<file path="src/rtl/e_tile_dispatch_if.sv">
// e_tile_dispatch_if: result input, operand-network and write-queue ports of e_tile_dispatch.
interface e_tile_dispatch_if #(
  parameter int NUM_TARGETS = 2,
  parameter int DATA_W = 64,
  parameter int INSTR_W = 7
);
  logic res_valid;
  logic res_ready;
  logic [DATA_W-1:0] res_data;
  logic [NUM_TARGETS-1:0] res_tgt_valid;
  logic [NUM_TARGETS*INSTR_W-1:0] res_tgt_instr;
  logic [NUM_TARGETS*2-1:0] res_tgt_slot;
  logic [NUM_TARGETS-1:0] res_tgt_wq;
  logic net_req;
  logic net_ack;
  logic [DATA_W-1:0] net_data;
  logic [INSTR_W-1:0] net_dest_instr;
  logic [1:0] net_dest_slot;
  logic [7:0] net_src;
  logic wq_req;
  logic wq_ack;
  logic [4:0] wq_queue_id;
  logic [DATA_W-1:0] wq_data;
  modport master (
    input  res_valid, res_data, res_tgt_valid, res_tgt_instr, res_tgt_slot, res_tgt_wq, net_ack, wq_ack,
    output res_ready, net_req, net_data, net_dest_instr, net_dest_slot, net_src, wq_req, wq_queue_id, wq_data
  );
  modport slave (
    output res_valid, res_data, res_tgt_valid, res_tgt_instr, res_tgt_slot, res_tgt_wq, net_ack, wq_ack,
    input  res_ready, net_req, net_data, net_dest_instr, net_dest_slot, net_src, wq_req, wq_queue_id, wq_data
  );
endinterface

</file>
<file path="src/rtl/e_tile_dispatch.sv">
// e_tile_dispatch: result FIFO fanning each result out to its targets, one handshake per target.
// ETILE_DISPATCH_WQ_EN: write-queue targets use wq_*; otherwise they go on the network with slot 3.
module e_tile_dispatch #(
  parameter int NUM_TARGETS = 2,
  parameter int DEPTH = 4,
  parameter int DATA_W = 64,
  parameter int INSTR_W = 7,
  parameter logic [7:0] NODE_ID = 8'd0
) (
  input  logic clk,
  input  logic rst_n,
  input  logic flush,
  e_tile_dispatch_if.master bus,
  output logic busy,
  output logic [$clog2(DEPTH):0] count
);
  localparam int AW = $clog2(DEPTH);
  localparam int TW = NUM_TARGETS > 1 ? $clog2(NUM_TARGETS) : 1;
`ifdef ETILE_DISPATCH_WQ_EN
  localparam bit WQ_EN = 1'b1;
`else
  localparam bit WQ_EN = 1'b0;
`endif
  typedef enum logic {IDLE, SEND} state_t;
  state_t state_q, state_d;
  logic [DATA_W-1:0] data_m [DEPTH];
  logic [NUM_TARGETS*INSTR_W-1:0] instr_m [DEPTH];
  logic [NUM_TARGETS*2-1:0] slot_m [DEPTH];
  logic [NUM_TARGETS-1:0] wq_m [DEPTH];
  logic [NUM_TARGETS-1:0] pend_m [DEPTH];
  logic [AW-1:0] rd_q, wr_q, hd_ptr;
  logic [AW:0] count_q, count_d;
  logic [TW-1:0] tgt_q, tgt_d;
  logic push, fire, pop, fresh, go, t_wq;
  logic [NUM_TARGETS-1:0] done, pend_now, hd_pend, hd_wq;
  logic [DATA_W-1:0] hd_data;
  logic [NUM_TARGETS*INSTR_W-1:0] hd_instr;
  logic [NUM_TARGETS*2-1:0] hd_slot;
  logic [INSTR_W-1:0] t_instr;
  logic [1:0] t_slot;
  logic busy_q, net_req_q, net_req_d, wq_req_q, wq_req_d;
  logic [DATA_W-1:0] net_data_q, net_data_d, wq_data_q, wq_data_d;
  logic [INSTR_W-1:0] net_instr_q, net_instr_d;
  logic [1:0] net_slot_q, net_slot_d;
  logic [7:0] net_src_q;
  logic [4:0] wq_id_q, wq_id_d;
  // Outputs are registered, so the head seen after this edge (popped or freshly pushed) is selected here.
  always_comb begin
    done = '0;
    done[tgt_q] = 1'b1;
    fire = state_q == SEND && !flush && (net_req_q && bus.net_ack || wq_req_q && bus.wq_ack);
    pend_now = fire ? pend_m[rd_q] & ~done : pend_m[rd_q];
    pop = fire && pend_now == '0;
    push = bus.res_valid && bus.res_ready && bus.res_tgt_valid != '0 && !flush;
    count_d = flush ? '0 : count_q + (AW+1)'(push) - (AW+1)'(pop);
    fresh = push && (count_q == '0 || pop && count_q == (AW+1)'(1));
    hd_ptr = pop ? rd_q + 1'b1 : rd_q;
    hd_pend = fresh ? bus.res_tgt_valid : pop ? pend_m[hd_ptr] : pend_now;
    hd_data = fresh ? bus.res_data : data_m[hd_ptr];
    hd_instr = fresh ? bus.res_tgt_instr : instr_m[hd_ptr];
    hd_slot = fresh ? bus.res_tgt_slot : slot_m[hd_ptr];
    hd_wq = fresh ? bus.res_tgt_wq : wq_m[hd_ptr];
    tgt_d = '0;
    for (int i = NUM_TARGETS - 1; i >= 0; i--)
      if (hd_pend[i]) tgt_d = TW'(i);
    t_instr = hd_instr[tgt_d*INSTR_W +: INSTR_W];
    t_slot = hd_slot[tgt_d*2 +: 2];
    t_wq = hd_wq[tgt_d];
    state_d = count_d != '0 ? SEND : IDLE;
    go = state_d == SEND;
    wq_req_d = WQ_EN && go && t_wq;
    net_req_d = go && !wq_req_d;
    net_data_d = net_req_d ? hd_data : '0;
    net_instr_d = net_req_d ? t_instr : '0;
    net_slot_d = !net_req_d ? 2'd0 : t_wq ? 2'd3 : t_slot;
    wq_data_d = wq_req_d ? hd_data : '0;
    wq_id_d = wq_req_d ? t_instr[4:0] : '0;
  end
  always_ff @(posedge clk or negedge rst_n) begin
    if (!rst_n) begin
      state_q <= IDLE;
      rd_q <= '0;
      wr_q <= '0;
      count_q <= '0;
      tgt_q <= '0;
      busy_q <= 1'b0;
      net_req_q <= 1'b0;
      wq_req_q <= 1'b0;
      net_data_q <= '0;
      net_instr_q <= '0;
      net_slot_q <= '0;
      net_src_q <= '0;
      wq_data_q <= '0;
      wq_id_q <= '0;
    end else begin
      state_q <= state_d;
      rd_q <= flush ? '0 : hd_ptr;
      wr_q <= flush ? '0 : push ? wr_q + 1'b1 : wr_q;
      count_q <= count_d;
      tgt_q <= tgt_d;
      busy_q <= count_d != '0;
      net_req_q <= net_req_d;
      wq_req_q <= wq_req_d;
      net_data_q <= net_data_d;
      net_instr_q <= net_instr_d;
      net_slot_q <= net_slot_d;
      net_src_q <= net_req_d ? NODE_ID : 8'd0;
      wq_data_q <= wq_data_d;
      wq_id_q <= wq_id_d;
    end
  end
  always_ff @(posedge clk) begin
    if (push) begin
      data_m[wr_q] <= bus.res_data;
      instr_m[wr_q] <= bus.res_tgt_instr;
      slot_m[wr_q] <= bus.res_tgt_slot;
      wq_m[wr_q] <= bus.res_tgt_wq;
      pend_m[wr_q] <= bus.res_tgt_valid;
    end
    if (fire && !pop) pend_m[rd_q] <= pend_now;
  end
  assign bus.res_ready = count_q != (AW+1)'(DEPTH);
  assign bus.net_req = net_req_q;
  assign bus.net_data = net_data_q;
  assign bus.net_dest_instr = net_instr_q;
  assign bus.net_dest_slot = net_slot_q;
  assign bus.net_src = net_src_q;
  assign bus.wq_req = wq_req_q;
  assign bus.wq_queue_id = wq_id_q;
  assign bus.wq_data = wq_data_q;
  assign busy = busy_q;
  assign count = count_q;
endmodule

</file>
<file path="src/flat_wrapper.sv">
// flat-port wrapper written by rule: the top's interface ports become plain ports
module e_tile_dispatch_flat 
#(
  parameter int NUM_TARGETS = 2,
  parameter int DEPTH = 4,
  parameter int DATA_W = 64,
  parameter int INSTR_W = 7,
  parameter logic [7:0] NODE_ID = 8'd0
)
  (clk, rst_n, flush, busy, count, bus_res_valid, bus_res_data, bus_res_tgt_valid, bus_res_tgt_instr, bus_res_tgt_slot, bus_res_tgt_wq, bus_net_ack, bus_wq_ack, bus_res_ready, bus_net_req, bus_net_data, bus_net_dest_instr, bus_net_dest_slot, bus_net_src, bus_wq_req, bus_wq_queue_id, bus_wq_data);
  e_tile_dispatch_if #(.NUM_TARGETS(NUM_TARGETS), .DATA_W(DATA_W), .INSTR_W(INSTR_W)) bus_i ();
  input  logic clk;
  input  logic rst_n;
  input  logic flush;
  output logic busy;
  output logic [$clog2(DEPTH):0] count;
  input wire logic [$bits(bus_i.res_valid)-1:0] bus_res_valid;
  input wire logic [$bits(bus_i.res_data)-1:0] bus_res_data;
  input wire logic [$bits(bus_i.res_tgt_valid)-1:0] bus_res_tgt_valid;
  input wire logic [$bits(bus_i.res_tgt_instr)-1:0] bus_res_tgt_instr;
  input wire logic [$bits(bus_i.res_tgt_slot)-1:0] bus_res_tgt_slot;
  input wire logic [$bits(bus_i.res_tgt_wq)-1:0] bus_res_tgt_wq;
  input wire logic [$bits(bus_i.net_ack)-1:0] bus_net_ack;
  input wire logic [$bits(bus_i.wq_ack)-1:0] bus_wq_ack;
  output wire logic [$bits(bus_i.res_ready)-1:0] bus_res_ready;
  output wire logic [$bits(bus_i.net_req)-1:0] bus_net_req;
  output wire logic [$bits(bus_i.net_data)-1:0] bus_net_data;
  output wire logic [$bits(bus_i.net_dest_instr)-1:0] bus_net_dest_instr;
  output wire logic [$bits(bus_i.net_dest_slot)-1:0] bus_net_dest_slot;
  output wire logic [$bits(bus_i.net_src)-1:0] bus_net_src;
  output wire logic [$bits(bus_i.wq_req)-1:0] bus_wq_req;
  output wire logic [$bits(bus_i.wq_queue_id)-1:0] bus_wq_queue_id;
  output wire logic [$bits(bus_i.wq_data)-1:0] bus_wq_data;
  assign bus_i.res_valid = bus_res_valid;
  assign bus_i.res_data = bus_res_data;
  assign bus_i.res_tgt_valid = bus_res_tgt_valid;
  assign bus_i.res_tgt_instr = bus_res_tgt_instr;
  assign bus_i.res_tgt_slot = bus_res_tgt_slot;
  assign bus_i.res_tgt_wq = bus_res_tgt_wq;
  assign bus_i.net_ack = bus_net_ack;
  assign bus_i.wq_ack = bus_wq_ack;
  assign bus_res_ready = bus_i.res_ready;
  assign bus_net_req = bus_i.net_req;
  assign bus_net_data = bus_i.net_data;
  assign bus_net_dest_instr = bus_i.net_dest_instr;
  assign bus_net_dest_slot = bus_i.net_dest_slot;
  assign bus_net_src = bus_i.net_src;
  assign bus_wq_req = bus_i.wq_req;
  assign bus_wq_queue_id = bus_i.wq_queue_id;
  assign bus_wq_data = bus_i.wq_data;
  e_tile_dispatch #(.NUM_TARGETS(NUM_TARGETS), .DEPTH(DEPTH), .DATA_W(DATA_W), .INSTR_W(INSTR_W), .NODE_ID(NODE_ID)) u_core (.clk(clk), .rst_n(rst_n), .flush(flush), .bus(bus_i), .busy(busy), .count(count));
endmodule
</file>
<file path="config.mk">
export PLATFORM = sky130hd
export DESIGN_NAME = e_tile_dispatch_flat
export DESIGN_NICKNAME = d
export VERILOG_FILES = /design/src/rtl/e_tile_dispatch_if.sv /design/src/rtl/e_tile_dispatch.sv /design/src/flat_wrapper.sv
export SDC_FILE = /design/constraint.sdc
export NUM_CORES = 1
export LEC_CHECK = 0
export ABC_AREA = 1
export CORE_MARGIN = 1.5
export CORE_UTILIZATION = 59
export CTS_CLUSTER_SIZE = 8
export DETAILED_ROUTE_END_ITERATION = 10
export GPL_TIMING_DRIVEN = 0
export PLACE_DENSITY = 0.87
export REMOVE_ABC_BUFFERS = 1
export SETUP_SLACK_MARGIN = 0.5
export SLEW_MARGIN = 25
export SYNTH_ARGS = -nofsm -noshare
export SYNTH_HDL_FRONTEND = slang
export SYNTH_SLANG_ARGS = --single-unit
</file>
<file path="constraint.sdc">
create_clock -name clk -period 11.4 [get_ports clk]
set_input_delay 1.71 -clock clk [delete_from_list [all_inputs] [get_ports clk]]
set_output_delay 1.71 -clock clk [all_outputs]
set_load 0.01 [all_outputs]
</file>
# Word-level counts from Yosys, hierarchy flattened
# Memories as Yosys holds them, arrays and structs flattened.
# Index checks and enable logic that the tools add are counted.
# word_totals
word_cells	74
romBits	0
inputBits	92
memories	5
reg_bits	83
latchBits	0
ram_bits	344
# memory_table
memory	words	word_bits	read_ports	rd_clocked_by_memory_dff	write_ports	line_no	rtl
u_core.data_m	4	64	1	0	1	e_tile_dispatch.sv:26	logic [DATA_W-1:0] data_m [DEPTH];
u_core.instr_m	4	14	1	0	1	e_tile_dispatch.sv:27	logic [NUM_TARGETS*INSTR_W-1:0] instr_m [DEPTH];
u_core.slot_m	4	4	1	0	1	e_tile_dispatch.sv:28	logic [NUM_TARGETS*2-1:0] slot_m [DEPTH];
u_core.pend_m	4	2	2	0	2	e_tile_dispatch.sv:30	logic [NUM_TARGETS-1:0] pend_m [DEPTH];
u_core.wq_m	4	2	1	0	1	e_tile_dispatch.sv:29	logic [NUM_TARGETS-1:0] wq_m [DEPTH];
# op_classes
bitwise	2
eq_ne	2
n_reduce_logical	19
n_div	0
n_addsub	4
n_shift	2
magnitude_cmp	3
n_mux	27
n_mul	1
# op_table
op	count
2-to-1 mux 64 bit	2
2-to-1 mux 2 bit	10
2-to-1 mux 14 bit	1
variable part select 14 x 5 -> 7 bit	1
logical AND 1 bit	11
2-to-1 mux 1 bit	10
2-to-1 mux 7 bit	1
adder 2 x 1 -> 2 bit, second input constant	2
< comparator 1 x 2 -> 1 bit, second input constant	2
multiplier 1 x 3 -> 4 bit, second input constant	1
2-to-1 mux 4 bit	1
nonzero test 2 bit	2
variable part select 4 x 3 -> 2 bit	1
adder 3 x 1 -> 3 bit	1
== test 3 x 1 -> 1 bit, second input constant	1
logical NOT 3 bit	1
2-to-1 mux 3 bit	1
!= test 3 bit, second input constant	1
nonzero test 3 bit	1
subtractor 3 x 1 -> 3 bit	1
AND 2 bit	1
logical NOT 1 bit	2
logical NOT 2 bit	1
inverter 2 bit	1
other kinds (3)	3

# Depth between registers and ports, before layout
# Gate-level depths: netlist of run 1.
# depth
ltp_word	19
ltp_mapped	20

# Worst setup path after synthesis of run 1
# OpenSTA, ideal clock, no wires.
# synth_timing
path_type	input to register
startpoint	in bus_res_tgt_valid[1]
endpoint	mem u_core.data_m[0][0], enable pin
cell_stages	4
path_buffers	0
setup_ns	0.527
arrival_ns	5.647
t_required_ns	10.873
path_slack_ns	5.227
cell_sequence	o211ai_1 nor2_1 inv_2 nor2_1
# synth_via
elab_chain_len	5
# synth_rtl
item	line_no	rtl
start, declared	flat_wrapper.sv:19	input wire logic [$bits(bus_i.res_tgt_valid)-1:0] bus_res_tgt_valid;
nonzero test 2 bit	e_tile_dispatch.sv:54	push = bus.res_valid && bus.res_ready && bus.res_tgt_valid != '0 && !flush;
logical AND 1 bit (2 in series)	e_tile_dispatch.sv:54	
2-to-1 mux 1 bit	e_tile_dispatch.sv:113	if (push) begin
2-to-1 mux 1 bit (implied by the code)	e_tile_dispatch.sv:114	data_m[wr_q] <= bus.res_data;
end, declared	e_tile_dispatch.sv:26	
# No other way between the ends.

# Final worst setup path of run 1
# layout_timing
startpoint	in flush
endpoint	reg u_core.net_data_q[53], in the netlist u_core.bus.net_data[53]
# layout_via
elab_chain_len	11
# layout_rtl
item	line_no	rtl
start, declared	flat_wrapper.sv:14	input logic flush;
parallel branches: the longest is 7 deep, another holds adder 3 x 1 -> 3 bit	--	
2-to-1 mux 3 bit *	e_tile_dispatch.sv:55	count_d = flush ? '0 : count_q + (AW+1)'(push) - (AW+1)'(pop);
named net u_core.count_d[1]	e_tile_dispatch.sv:32	logic [AW:0] count_q, count_d;
nonzero test 3 bit *	e_tile_dispatch.sv:69	state_d = count_d != '0 ? SEND : IDLE;
2-to-1 mux 1 bit *	e_tile_dispatch.sv:69	
2-to-1 mux 64 bit *	e_tile_dispatch.sv:73	net_data_d = net_req_d ? hd_data : '0;
named net u_core.net_data_d[53]	e_tile_dispatch.sv:42	logic [DATA_W-1:0] net_data_q, net_data_d, wq_data_q, wq_data_d;
end signal, assigned	e_tile_dispatch.sv:104	net_data_q <= net_data_d;
end, declared	e_tile_dispatch.sv:42	
# Mark *: on every way through the listed nets, which the timed path passes.
# A chain may end at the register's enable or synchronous reset.

==> results.yml, run 1 <==
power_and_ir_drop:
  peakVddDrop_mv: 0.1842
  p_total_mw: 3.894
  p_leak_nw: 8.337
  powerDensity_nw_per_um2: 181.4
synthesis:
  ys_ff_latch: 426
  ys.flop_type: "edfxtp_1"
  netlist_area_um2: 17490
  seq_area_frac_synth_pct: 70.81
  syn-instance-count: 1408
  yosysUniqueCellTypes: 31
  synth_edf_count: 344
  yosysTopAreaCell: "edfxtp_1"
  synth_common_cells: "344 x edfxtp_1, 171 x nand2_1, 162 x nor2_1, 140 x o21ai_0, 107 x inv_1"
  ys_warn_count: 0
  async_reset_ff_share_pct: 19.25
  synth_top_area_share_pct: 59.08
  synth_area_leaders: "edfxtp_1 59%, dfrtp_1 12%, o21ai_0 4.0%"
  syn_area_per_cell_um2: 12.42
  yosysMostFrequentCell: "edfxtp_1"
global_routing:
  grt_overflow: 0
  antenna_found_initial: 0
  grt_pass1_vias: 11824
  grt_pass1_wl_um: 62930
  grt_start_max_net_pins: 94
  grt.total_usage_pct: 26.39
detailed_routing:
  drtAntennaViolNets: 0
  vias: 11799
  routed_wl_um: 40460
  initialDrtViolationCount: 1463
  wl_per_cell_um: 20.09
  drc_errors: 0
  vias_per_cell: 5.858
  dr.pass1.iters: 6
worst_setup_path:
  reg2reg_slack_ps: 7340
  cp_data_required_time_ps: 11830
  crit_path_start_kind: "primary input"
  r2r-start: "u_core.rd_q[0]$_DFF_PN0_"
  path_class: "primary input to register"
  end_kind: "register"
  worstSetupStartpoint: "flush"
  r2r_cells: 18
  r2r-end: "u_core.bus.net_data[53]$_DFF_PN0_"
  worstPathArrival_ps: 5710
  crit_path_end: "u_core.bus.net_data[53]$_DFF_PN0_"
  crit_fanout: 43
floorplan:
  start_util_pct: 60.43
  die_area_um2: 30680
  die_x_um: 175.2
  die_y_um: 175.2
  ios: 249
  coreArea_um2: 28940
  rows: 62
sta:
  tightestPinTransition_ps: 710.3
  fin_crit_sh_pct: 46.31
  setup_viol: 0
  max_slew_margin_pct: 52.53
  rsz0062_at_grt: "false"
  skew_ps: 23.72
  maxSlewViolCount: 0
  period_minus_slack_ps: 5279
  holdWs_ps: 640.0
  finalHoldViolations: 0
  setup_tns_ps: 0
  max_freq_ghz: 0.1894
  setup_ws_ps: 6121
place:
  post-place-ws_ps: 5663
  portBuffers: 169
  dp_hpwl_um: 23020
  dp.cells: 1907
  gp_congestion: 0.8388
clock_network:
  ctsResizeCount: 0
  htreeDepth: 2
  tritoncts: "done"
  cts_inserted_buffers: 59
  clock_path_buffers: 3
  numClockSinks: 426
  clk_pin_slew_ps: 50
  root_buffer: "clkbuf_16"
  postCtsHoldBufs: 0
  cts_setup_buffers: 0
  clock_latency_ps: 570
status:
  status: "finished clean"
worst_hold_path:
  hold_path.class: "register to register"
final_layout:
  stdcell_count: 2014
  drive_gt1_share_pct: 7.117
  synthToLayoutAreaGrowth_pct: 22.76
  diodes: 0
  nNetsFinal: 1687
run:
  max-cap-violations: 0
## cells in the final DEF, fill, tap and decap left out, types with 38 or more instances in the layout
cell	instances
edfxtp_1	344
clkbuf_16	60
clkbuf_1	44
inv_1	107
conb_1	78
nor2_1	158
o211ai_1	69
nand2_1	170
o221ai_1	64
dfrtp_1	82
nand3_1	38
o21ai_0	140
clkdlybuf4s50_1	168
## metrics by stage
step / utilization [%] / instance area (µm²)
floorplan: - / 16790
global placement: 65.54 / 18960
detailed placement: 68.31 / 19770
CTS: 74.18 / 21470
global route: 74.18 / 21470
finish: 74.18 / 21470
## cells by family after synthesis
logic type                 share of synthesized area, %
DFF                                               70.81
adders and majority gates                        0.8301
buffers and inverters                             8.029
other                                           0.02145
AOI/OAI and AO/OA                                 11.39
and+or+nand+nor                                   8.916
## registers in the layout, summed over array words and instances, names as in the netlist
name                       count
u_core.rd_q                    2
u_core.bus.net_data           64
u_core.wq_m                    8
u_core.pend_m                  8
u_core.wr_q                    2
u_core.bus.net_dest_instr      7
u_core.tgt_q                   1
u_core.data_m                256
u_core.busy                    1
u_core.slot_m                 16
u_core.instr_m                56
u_core.count                   3
u_core.bus.net_dest_slot       2
## final cells by class
cell class                      count  area, µm²
Fill cell                        1729       7470
Clock buffer                      104       1667
Inverter                          112      422.9
Tap cell                          384      480.5
Multi-Input combinational cell    787       4061
Clock inverter                      3      33.78
Timing Repair Buffer              198       2419
Sequential cell                   426      12380
## per-layer routing
metal  up-vias  global-route usage (%)  routed length (µm)
met5         -                       0                   0
met4         0                   9.402                 808
met3        74                   5.070                3628
met2       703                   45.40               20920
met1      5800                   33.60               15100
li1       5222                       -                   -
## where the power goes
part	leakage (nW)	internal, mW	switching, mW
logic	3.31	0.213	0.287
registers	4.22	1.78	0.0301
clock network	0.807	0.975	0.613
total	8.34	2.96	0.930
## worst min path at each step
stage	start	endpoint	cells after the start
floorplan	u_core.wr_q[1]$_DFFE_PN0P_	u_core.wr_q[1]$_DFFE_PN0P_	2
global placement	u_core.wr_q[1]$_DFFE_PN0P_	u_core.wr_q[1]$_DFFE_PN0P_	2
detailed placement	u_core.wr_q[1]$_DFFE_PN0P_	u_core.wr_q[1]$_DFFE_PN0P_	2
CTS	u_core.wr_q[1]$_DFFE_PN0P_	u_core.wr_q[1]$_DFFE_PN0P_	2
global route	u_core.wr_q[1]$_DFFE_PN0P_	u_core.wr_q[1]$_DFFE_PN0P_	2
finish	u_core.wr_q[1]$_DFFE_PN0P_	u_core.wr_q[1]$_DFFE_PN0P_	2
## worst max-delay path, cell delays in order
cell and delay [ps]:
clkdlybuf4s50_1 600, nor2_4 320, nand2_1 100, nand2_2 160, nand2_1 100, nor2_2 190
ha_1 270, inv_1 60, ha_1 130, inv_1 50, fa_1 510, nor2_1 80
nor3_1 510, inv_4 310, buf_16 290, o211ai_1 190, inv_1 80
No activity file was read; power rests on OpenSTA's default activity.
==> run 2: changes to the inputs <==
--- a/config.mk
+++ b/config.mk
@@ -7,11 +7,11 @@
 export LEC_CHECK = 0
 export ABC_AREA = 1
 export CORE_MARGIN = 1.5
-export CORE_UTILIZATION = 59
+export CORE_UTILIZATION = 55
 export CTS_CLUSTER_SIZE = 8
 export DETAILED_ROUTE_END_ITERATION = 10
 export GPL_TIMING_DRIVEN = 0
-export PLACE_DENSITY = 0.87
+export PLACE_DENSITY = 0.82
 export REMOVE_ABC_BUFFERS = 1
 export SETUP_SLACK_MARGIN = 0.5
 export SLEW_MARGIN = 25
==> constraint.sdc (replaced) <==
create_clock -name clk -period 5.21 [get_ports clk]
set_input_delay 0.7815 -clock clk [delete_from_list [all_inputs] [get_ports clk]]
set_output_delay 0.7815 -clock clk [all_outputs]
set_load 0.01 [all_outputs]
==> results.yml, run 2 (synthesis results as in run 1) <==
status:
  status: "finished clean"
final_layout:
  final_common_cell: "edfxtp_1"
  regMostFlops: "u_core.data_m"
  layout_common_cells: "344 x edfxtp_1, 170 x nand2_1, 168 x clkdlybuf4s50_1, 158 x nor2_1, 140 x o21ai_0"
  drive_gt1_share_pct: 7.156
  final_util_pct: 68.62
  largest_reg_flops: 256
  nNetsFinal: 1688
  diodes: 0
  synthToLayoutAreaGrowth_pct: 23.20
clock_network:
  root_buffer: "clkbuf_16"
  clk_pin_slew_ps: 50
  clock_path_buffers: 3
  numClockSinks: 426
  cts_setup_buffers: 0
  cts_inserted_buffers: 59
  clock_latency_ps: 570
  ctsResizeCount: 0
  postCtsHoldBufs: 0
  tritoncts: "done"
  htreeDepth: 2
sta:
  max_freq_ghz: 0.2378
  setup_tns_ps: 0
  skew_ps: 20.40
  max_slew_margin_pct: 56.30
  fin_crit_sh_pct: 80.70
  maxSlewViolCount: 0
  setup_ws_ps: 1005
  setup_viol: 0
  period_minus_slack_ps: 4205
  holdWs_ps: 106.1
  rsz0062_at_grt: "false"
  finalHoldViolations: 0
  tightestPinTransition_ps: 653.9
floorplan:
  die_area_um2: 32870
  die_y_um: 181.3
  ios: 249
  rows: 65
  coreArea_um2: 31390
  die_x_um: 181.3
  start_util_pct: 55.70
detailed_routing:
  dr.pass1.iters: 5
  vias: 11388
  drtAntennaViolNets: 0
  initialDrtViolationCount: 962
  routed_wl_um: 38750
  wl_per_cell_um: 19.02
  vias_per_cell: 5.591
  drc_errors: 0
global_routing:
  grt_pass1_vias: 11362
  grt.total_usage_pct: 23.71
  grt_overflow: 0
  grt_pass1_wl_um: 60730
  antenna_found_initial: 1
  grt_start_max_net_pins: 104
worst_setup_path:
  path_class: "primary input to register"
  end_kind: "register"
  crit_path_start_kind: "primary input"
  worstPathArrival_ps: 4640
  crit_fanout: 46
  cp_data_required_time_ps: 5640
place:
  gp_congestion: 0.8489
  dp_hpwl_um: 22920
  portBuffers: 169
  post-place-ws_ps: 429.5
power_and_ir_drop:
  powerDensity_nw_per_um2: 395.4
  p_leak_nw: 8.354
  peakVddDrop_mv: 0.2939
worst_hold_path:
  hold_path.class: "primary input to async pin"
run:
  max-cap-violations: 0
## run 2: cell count changes in the layout (fill, tap and decap cells not counted), sizes merged
cell / before / now
clkbuf: 104 / 108
buf: 30 / 31
clkinv: 2 / 1
clkinvlp: 0 / 1
## run 2: metal layers
layer | track usage (%) | vias to the layer above | part of all wire [%]
li1 | - | 5219 | -
met1 | 31.38 | 5562 | 40
met2 | 39.58 | 525 | 50
met3 | 4.959 | 80 | 7.8
met4 | 7.367 | 2 | 2.2
met5 | 0 | - | 0.034
## run 2: worst paths after layout
check,startpoint,to,slack [ps],depth (start not counted)
min in group clk,u_core.count[2]$_DFF_PN0_,u_core.count[2]$_DFF_PN0_,630,3
max in group asynchronous,rst_n,u_core.bus.net_dest_slot[1]$_DFF_PN0_,4490,2
worst min register to register,u_core.count[2]$_DFF_PN0_,u_core.count[2]$_DFF_PN0_,630,3
worst max register to register,u_core.rd_q[0]$_DFF_PN0_,u_core.bus.net_data[31]$_DFF_PN0_,1160,18
worst max-delay path,flush,u_core.bus.net_data[31]$_DFF_PN0_,1010,17
worst min-delay path,rst_n,u_core.bus.net_data[20]$_DFF_PN0_,110,1
## run 2: area by class of cell
class,count,area [µm²]
clock inverter,3,32.53
fill,2088,9851
tap,402,503.0
inverter,112,422.9
sequential,426,12380
clock buffer,108,1682
timing repair buffer,199,2459
multi-input combinational,787,4061
## run 2: worst max-delay path: stages
cell,delay (ps)
clkdlybuf4s50_1,550
nor2_4,290
nand2_1,100
nand2_2,160
nand2_1,100
nor2_2,180
ha_1,270
inv_1,60
ha_1,130
inv_1,50
fa_1,500
nor2_1,60
nor3_1,500
inv_4,300
buf_16,290
o211ai_1,160
inv_1,100
## run 2: stage by stage
stage	total power [mW]	area (µm²)	cells
global route	8.835	21540	2037
detailed placement	5.093	19830	1926
CTS	8.577	21540	2037
global placement	5.040	18990	1896
finish	8.517	21540	2037
floorplan	4.500	16790	1325
## run 2: power by group
part           leakage, nW  internal, mW  switching, mW
clock                0.808          2.14           1.34
sequential            4.22          3.89         0.0631
combinational         3.33         0.466          0.616
total                 8.35          6.50           2.02
